`src/rtl/uart_pkg.sv`:
```
// Shared UART definitions: receiver state encoding, frame width and default clocking.
// The PARITY state exists only when UART_RX_PARITY_EN is defined.
package uart_pkg;

  localparam int unsigned DATA_BITS     = 8;
  localparam int unsigned DEF_CLK_FREQ  = 50000000;
  localparam int unsigned DEF_BAUD      = 9600;

  typedef enum logic [2:0] {
    ST_IDLE,
    ST_START,
    ST_DATA,
`ifdef UART_RX_PARITY_EN
    ST_PARITY,
`endif
    ST_STOP
  } state_t;

endpackage

```
`src/rtl/uart_os_tick.sv`:
```
// Free-running divider producing a one-clock oversample tick every
// CLK_FREQ/(BAUD*OVERSAMPLE) clocks.
module uart_os_tick
  import uart_pkg::*;
#(
  parameter int unsigned CLK_FREQ   = DEF_CLK_FREQ,
  parameter int unsigned BAUD       = DEF_BAUD,
  parameter int unsigned OVERSAMPLE = 16
) (
  input  logic i_clk,
  input  logic i_rst,
  output logic os_tick
);

  localparam int unsigned DIV = CLK_FREQ / (BAUD * OVERSAMPLE);
  localparam int unsigned CW  = (DIV > 1) ? $clog2(DIV) : 1;

  logic [CW-1:0] cnt;

  always_ff @(posedge i_clk) begin
    if (i_rst) begin
      cnt     <= '0;
      os_tick <= 1'b0;
    end else if (cnt == CW'(DIV - 1)) begin
      cnt     <= '0;
      os_tick <= 1'b1;
    end else begin
      cnt     <= cnt + CW'(1);
      os_tick <= 1'b0;
    end
  end

endmodule

```
`src/rtl/uart_rx.sv`:
```
// Oversampling UART receiver, 8N1 by default; define UART_RX_PARITY_EN for 8E1
// (adds the PARITY state and drives parity_err).
module uart_rx
  import uart_pkg::*;
#(
  parameter int unsigned CLK_FREQ   = DEF_CLK_FREQ,
  parameter int unsigned BAUD       = DEF_BAUD,
  parameter int unsigned OVERSAMPLE = 16
) (
  input  logic                 i_clk,
  input  logic                 i_rst,
  input  logic                 i_rx,
  output logic [DATA_BITS-1:0] rx_data,
  output logic                 rx_valid,
  output logic                 frame_err,
  output logic                 parity_err
);

  localparam int unsigned TW = $clog2(OVERSAMPLE);
  localparam logic [TW-1:0] HALF = TW'(OVERSAMPLE / 2 - 1);
  localparam logic [TW-1:0] LAST = TW'(OVERSAMPLE - 1);

  logic                 os_tick;
  logic                 rx_meta;
  logic                 rx_s;
  logic                 rx_prev;
  state_t               state;
  logic [TW-1:0]        tick_cnt;
  logic [2:0]           bit_idx;
  logic [DATA_BITS-1:0] shreg;
  logic                 brk;

  uart_os_tick #(
    .CLK_FREQ   (CLK_FREQ),
    .BAUD       (BAUD),
    .OVERSAMPLE (OVERSAMPLE)
  ) u_tick (
    .i_clk   (i_clk),
    .i_rst   (i_rst),
    .os_tick (os_tick)
  );

  // Two-flop synchroniser plus one delayed copy for falling-edge detection.
  always_ff @(posedge i_clk) begin
    if (i_rst) begin
      rx_meta <= 1'b1;
      rx_s    <= 1'b1;
      rx_prev <= 1'b1;
    end else begin
      rx_meta <= i_rx;
      rx_s    <= rx_meta;
      rx_prev <= rx_s;
    end
  end

`ifdef UART_RX_PARITY_EN
  logic par_bad;
  logic par_err_q;
  assign parity_err = par_err_q;
`else
  assign parity_err = 1'b0;
`endif

  always_ff @(posedge i_clk) begin
    if (i_rst) begin
      state     <= ST_IDLE;
      tick_cnt  <= '0;
      bit_idx   <= '0;
      shreg     <= '0;
      brk       <= 1'b0;
      rx_data   <= '0;
      rx_valid  <= 1'b0;
      frame_err <= 1'b0;
`ifdef UART_RX_PARITY_EN
      par_bad   <= 1'b0;
      par_err_q <= 1'b0;
`endif
    end else begin
      rx_valid  <= 1'b0;
      frame_err <= 1'b0;
`ifdef UART_RX_PARITY_EN
      par_err_q <= 1'b0;
`endif
      case (state)
        ST_IDLE: begin
          brk <= 1'b0;
          if (rx_prev && !rx_s) begin
            tick_cnt <= '0;
            state    <= ST_START;
          end
        end

        // Re-check the line mid start bit to reject short glitches.
        ST_START: if (os_tick) begin
          if (tick_cnt == HALF) begin
            if (rx_s) begin
              state <= ST_IDLE;
            end else begin
              tick_cnt <= '0;
              bit_idx  <= '0;
              state    <= ST_DATA;
            end
          end else begin
            tick_cnt <= tick_cnt + TW'(1);
          end
        end

        ST_DATA: if (os_tick) begin
          if (tick_cnt == LAST) begin
            tick_cnt <= '0;
            shreg    <= {rx_s, shreg[DATA_BITS-1:1]};
            bit_idx  <= bit_idx + 3'd1;
            if (bit_idx == 3'd7) begin
`ifdef UART_RX_PARITY_EN
              state <= ST_PARITY;
`else
              state <= ST_STOP;
`endif
            end
          end else begin
            tick_cnt <= tick_cnt + TW'(1);
          end
        end

`ifdef UART_RX_PARITY_EN
        ST_PARITY: if (os_tick) begin
          if (tick_cnt == LAST) begin
            tick_cnt <= '0;
            par_bad  <= rx_s ^ (^shreg);
            state    <= ST_STOP;
          end else begin
            tick_cnt <= tick_cnt + TW'(1);
          end
        end
`endif

        // After a low stop bit, wait for the line to return high (break hold).
        ST_STOP: begin
          if (brk) begin
            if (rx_s) begin
              brk   <= 1'b0;
              state <= ST_IDLE;
            end
          end else if (os_tick) begin
            if (tick_cnt == LAST) begin
              tick_cnt <= '0;
              rx_data  <= shreg;
              if (!rx_s) begin
                frame_err <= 1'b1;
                brk       <= 1'b1;
              end else begin
`ifdef UART_RX_PARITY_EN
                if (par_bad) par_err_q <= 1'b1;
                else         rx_valid  <= 1'b1;
`else
                rx_valid <= 1'b1;
`endif
                state <= ST_IDLE;
              end
            end else begin
              tick_cnt <= tick_cnt + TW'(1);
            end
          end
        end

        default: state <= ST_IDLE;
      endcase
    end
  end

endmodule
```
`config.mk`:
```
export PLATFORM = sky130hd
export DESIGN_NAME = uart_rx
export DESIGN_NICKNAME = d
export VERILOG_FILES = /design/src/rtl/uart_pkg.sv /design/src/rtl/uart_os_tick.sv /design/src/rtl/uart_rx.sv
export SDC_FILE = /design/constraint.sdc
export NUM_CORES = 1
export LEC_CHECK = 0
export CAP_MARGIN = 0
export CORE_UTILIZATION = 61
export DETAILED_ROUTE_END_ITERATION = 8
export PLACE_DENSITY = 0.83
export SYNTH_ARGS = -nofsm -noshare
export SYNTH_HDL_FRONTEND = slang
export SYNTH_SLANG_ARGS = --single-unit
```
`constraint.sdc`:
```
create_clock -name i_clk -period 3.3 [get_ports i_clk]
set_input_delay 0.33 -clock i_clk [delete_from_list [all_inputs] [get_ports i_clk]]
set_output_delay 0.33 -clock i_clk [all_outputs]
set_load 0.1 [all_outputs]
```
==> implementation parameters <==
Parameter                              Value

Setup path
  Largest delay share family, worst path ... buffers and inverters
  Critical Setup Path Class ... flop to primary output
  FF-to-FF setup slack ... between 1 and 1.5 ns
  Worst flop-to-flop path endpoint ... tick_cnt[2]$_SDFFE_PP0P_
  Depth of the most critical reg-to-reg path ... 7
  R2r startpoint ... state[0]$_SDFFE_PP0P_
  Arrival @ worst endpoint ... 1.87 ns
  Combined buffer and inverter count along the critical path ... 1
  Critical path data required time ... 2.97 ns
  CP cell instances ... clkdlybuf4s50_1
  Startpoint type of the worst setup path ... flop
  Critical Path Sink Type ... primary output
  Master of the slowest instance on the critical path ... sky130_fd_sc_hd__clkdlybuf4s50_1
  Largest stage delay on the critical path ... 1.17 ns
  Crit-path max FO ... 2

Yosys
  Largest cells by area after synthesis ... sky130_fd_sc_hd__dfxtp_1 45%, sky130_fd_sc_hd__mux2i_1 7.7%, sky130_fd_sc_hd__ha_1 6.9%
  Count of mapped cells out of synthesis ... 203
  Leading area contributor after synthesis ... sky130_fd_sc_hd__dfxtp_1
  Post-synthesis sequential area ratio ... 0.4512
  Area of the mapped netlist ... 0.001819 mm^2
  Syn avg cell area ... 8.962 um^2
  Most used standard cell by instance count after synthesis ... sky130_fd_sc_hd__dfxtp_1
  Most common library cells after synthesis ... 41 x sky130_fd_sc_hd__dfxtp_1, 30 x sky130_fd_sc_hd__nor2_1, 16 x sky130_fd_sc_hd__nand2_1
  Area share of the largest cell type after synthesis ... 0.4512
  Ys flop type ... sky130_fd_sc_hd__dfxtp_1
  Synth async-reset ratio ... 0
  Number of enable flip-flop cells after synthesis ... 0
  Yosys reg bits ... 41
  Count of cell types in the netlist ... 43
  Yosys warns ... 0
  Post-Synthesis Net Count ... around 220

Power
  Cell internal pwr ... 0.6223 mW
  Net switching fraction of the power ... 0.2605
  Switching power of the nets ... 0.2193 mW
  Sequential Power Share ... 0.609
  Maximum ir drop on the vdd rail ... 0.0004862 V
  Pwr Density ... 421.4 mW/mm^2
  Relative contribution of combinational cells to total power ... 0.114
  Clock Power Share ... 0.277
  Lkg Pwr ... about 0.74 nW

Finish
  Final nets ... 230
  Finished Cell Area ... 0.001997 mm^2
  Share of layout cells above drive strength 1 ... 0.06422
  Final antenna diode count ... 0
  Number of fill cells ... 220
  Area delta synth->final ... 9.766%

Die
  Number of standard-cell rows in the floorplan ... 19
  Horizontal extent of the die ... between 50 and 60 um
  Area of the core ... between 0.002 and 0.003 mm^2
  Starting utilization of the core area ... 0.6541
  Area of the die ... approximately 0.0032 mm^2
  I/O pin count ... 14
  Die extent in y ... 56.61 um

Place
  Worst-case setup slack after placement ... around 1.2 ns
  Cell area after placement ... approximately 0.0019 mm^2
  Port Buffers ... 12
  Routability congestion estimate from global placement ... 0.9103
  Post-detailed-placement half-perimeter wirelength ... 2600 um

Hold path
  Worst hold path type ... flop to flop
  Cell count of the worst hold path ... 1
  Start point of the worst min-delay path ... rx_meta$_SDFF_PP1_
  Min-Delay Endpoint ... rx_s$_SDFF_PP1_

STA
  Share of the clock period used by the worst path after layout ... 0.6667
  Slew @ Worst Pin ... 1.006 ns
  Number of setup violations in the final report ... 0
  Peak Freq ... ~0.45 GHz
  Final setup skew ... 0.01191 ns
  Final hold violation count ... 0
  Unrepaired setup endpoints after global routing ... no
  Summed negative setup slack over all endpoints ... 0 ns
  Minimum period implied by the final worst setup slack ... 2.200 ns
  Max Transition Viols Final ... 0
  Setup WS post-layout ... 1.100 ns
  Worst slew margin ... 0.3270

CTS
  Number of instances resized during post-cts repair ... 0
  Maximum level of the CTS H-tree ... 2
  CTS Buf Count ... 5
  Total setup buffers inserted after CTS ... 0
  Clock tree root buffer cell ... sky130_fd_sc_hd__clkbuf_4
  Clock-pin slew on the worst setup and hold paths ... 0.10 ns
  Maximum buffer depth of the clock tree ... 2
  Clock insertion delay at the later pin of the skew report ... around 0.35 ns
  Number of buffers inserted for hold repair after clock tree synthesis ... 0
  CTS tree ... yes
  Clk sinks ... 41

Drt
  DRC Markers ... 0
  Routed wire length per instance ... 14.91 um
  Number of routed nets with antenna violations ... 0
  Vias after detailed routing ... 1471
  Via density per instance ... 5.908
  First-pass detailed-route iteration total ... 4
  Total length of routed wires ... 3713 um
  Starting DRC count in detailed routing ... 91

Global routing
  Total congestion overflow after global routing ... 0
  Pin count of the biggest net entering global routing ... 18
  Antenna violations before repair ... 0
  Number of global-route vias before repair ... 1495
  Global Route Usage Sum ... 0.2595
  First-pass GRT wire length ... around 6400 um

Job
  Max cap viols ... 0

Status
  Status ... finished clean
-- routing by layer --
metal | global-route usage | share of wire | vias to the layer above
met5 | 0 | 0 | -
met4 | 0.1394 | 0.023 | 0
met3 | 0.07143 | 0.046 | 8
met2 | 0.4134 | 0.51 | 52
met1 | 0.3167 | 0.42 | 687
li1 | - | - | 724
-- per-stage QoR --
| step | utilization | power (mW) | instances | hold WS (ns) |
|---|---|---|---|---|
| after floorplan | - | 0.5974 | 203 | 0.3895 |
| after global placement | 0.7004 | 0.6105 | 241 | 0.3915 |
| after detailed placement | 0.7004 | 0.6179 | 241 | 0.4058 |
| after CTS | 0.7179 | 0.8482 | 249 | 0.4312 |
| after global routing | 0.7179 | 0.8803 | 249 | 0.4607 |
| final | 0.7179 | 0.8415 | 249 | 0.4242 |
-- state kept, by name (all words and copies together) (netlist names) --
| name | flops |
|---|---|
| rx_valid | 1 |
| tick_cnt | 4 |
| rx_s | 1 |
| shreg | 8 |
| rx_prev | 1 |
| brk | 1 |
| u_tick.os_tick | 1 |
| bit_idx | 3 |
| rx_meta | 1 |
| state | 2 |
| rx_data | 8 |
| u_tick.cnt | 9 |
| frame_err | 1 |
-- power groups by stage --
stage	Clock, mW	Combinational, mW	Sequential [mW]
floorplan	0	0.0764	0.521
global placement	0	0.0878	0.523
detailed placement	0	0.0941	0.524
CTS	0.241	0.0948	0.512
global route	0.260	0.107	0.514
finish	0.233	0.0962	0.512
-- cells by family after synthesis --
group                    after synthesis  share of synthesized area
AO/OA/AOI/OAI                         26                    0.09285
XOR/XNOR                               7                    0.03370
adder cells (fa/ha/maj)               10                    0.06878
buffers and inverters                 17                    0.04538
flip-flops                            41                     0.4512
multiplexers                          14                    0.07703
other                                  1                   0.002061
AND/OR/NAND/NOR                       87                     0.2290
-- how the worst max path moves through the flow --
stage | from | to | slack [ns] | cells past startpoint
2_1_floorplan | state[0]$_SDFFE_PP0P_ | tick_cnt[2]$_SDFFE_PP0P_ | 1.40 | 7
3_3_place_gp | state[0]$_SDFFE_PP0P_ | tick_cnt[2]$_SDFFE_PP0P_ | 1.31 | 7
3_5_place_dp | state[0]$_SDFFE_PP0P_ | tick_cnt[2]$_SDFFE_PP0P_ | 1.19 | 7
4_1_cts | rx_data[0]$_SDFFE_PP0P_ | rx_data[0] | 1.08 | 1
5_1_grt | state[0]$_SDFFE_PP0P_ | state[1]$_SDFFE_PP0P_ | 0.88 | 7
6_report | rx_data[0]$_SDFFE_PP0P_ | rx_data[0] | 1.10 | 1
-- worst register-to-register path: cells and delay by family (launching register included) --
kind            cells  cell delay [ns]
compound gates      3             0.65
fa+ha+maj           1             0.31
flops               1             0.42
buf+inv             1             0.11
simple gates        2             0.61
-- cell type report --
| class | count | area [um^2] | area share |
|---|---|---|---|
| clock buffers | 8 | 48.80 | 0.02444 |
| flip-flops and latches | 41 | 820.8 | 0.4110 |
| multi-input cells | 145 | 915.9 | 0.4586 |
| repair buffers | 14 | 135.1 | 0.06767 |
| well taps | 31 | 38.79 | 0.01942 |
| inverters | 10 | 37.54 | 0.01880 |
-- cell usage in the layout (no fill, tap or decap), types with 2 or more instances in the layout --
cell type,netlist,routed
sky130_fd_sc_hd__a21oi_1,13,13
sky130_fd_sc_hd__nor2b_1,2,2
sky130_fd_sc_hd__xor2_1,6,6
sky130_fd_sc_hd__and2_1,3,3
sky130_fd_sc_hd__inv_1,8,8
sky130_fd_sc_hd__o21ai_0,3,3
sky130_fd_sc_hd__nand4_1,4,4
sky130_fd_sc_hd__and3_1,2,2
sky130_fd_sc_hd__nor3_1,5,5
sky130_fd_sc_hd__clkbuf_4,0,5
sky130_fd_sc_hd__and3_2,2,2
sky130_fd_sc_hd__nand2_1,16,16
sky130_fd_sc_hd__mux2i_1,14,14
sky130_fd_sc_hd__or2_2,2,2
sky130_fd_sc_hd__dfxtp_1,41,41
sky130_fd_sc_hd__nand3_1,13,13
sky130_fd_sc_hd__clkbuf_1,3,3
sky130_fd_sc_hd__buf_4,2,2
sky130_fd_sc_hd__clkdlybuf4s50_1,0,12
sky130_fd_sc_hd__nor2_1,30,30
sky130_fd_sc_hd__ha_1,10,10
Note: power is estimated with default switching activity, not from simulation.
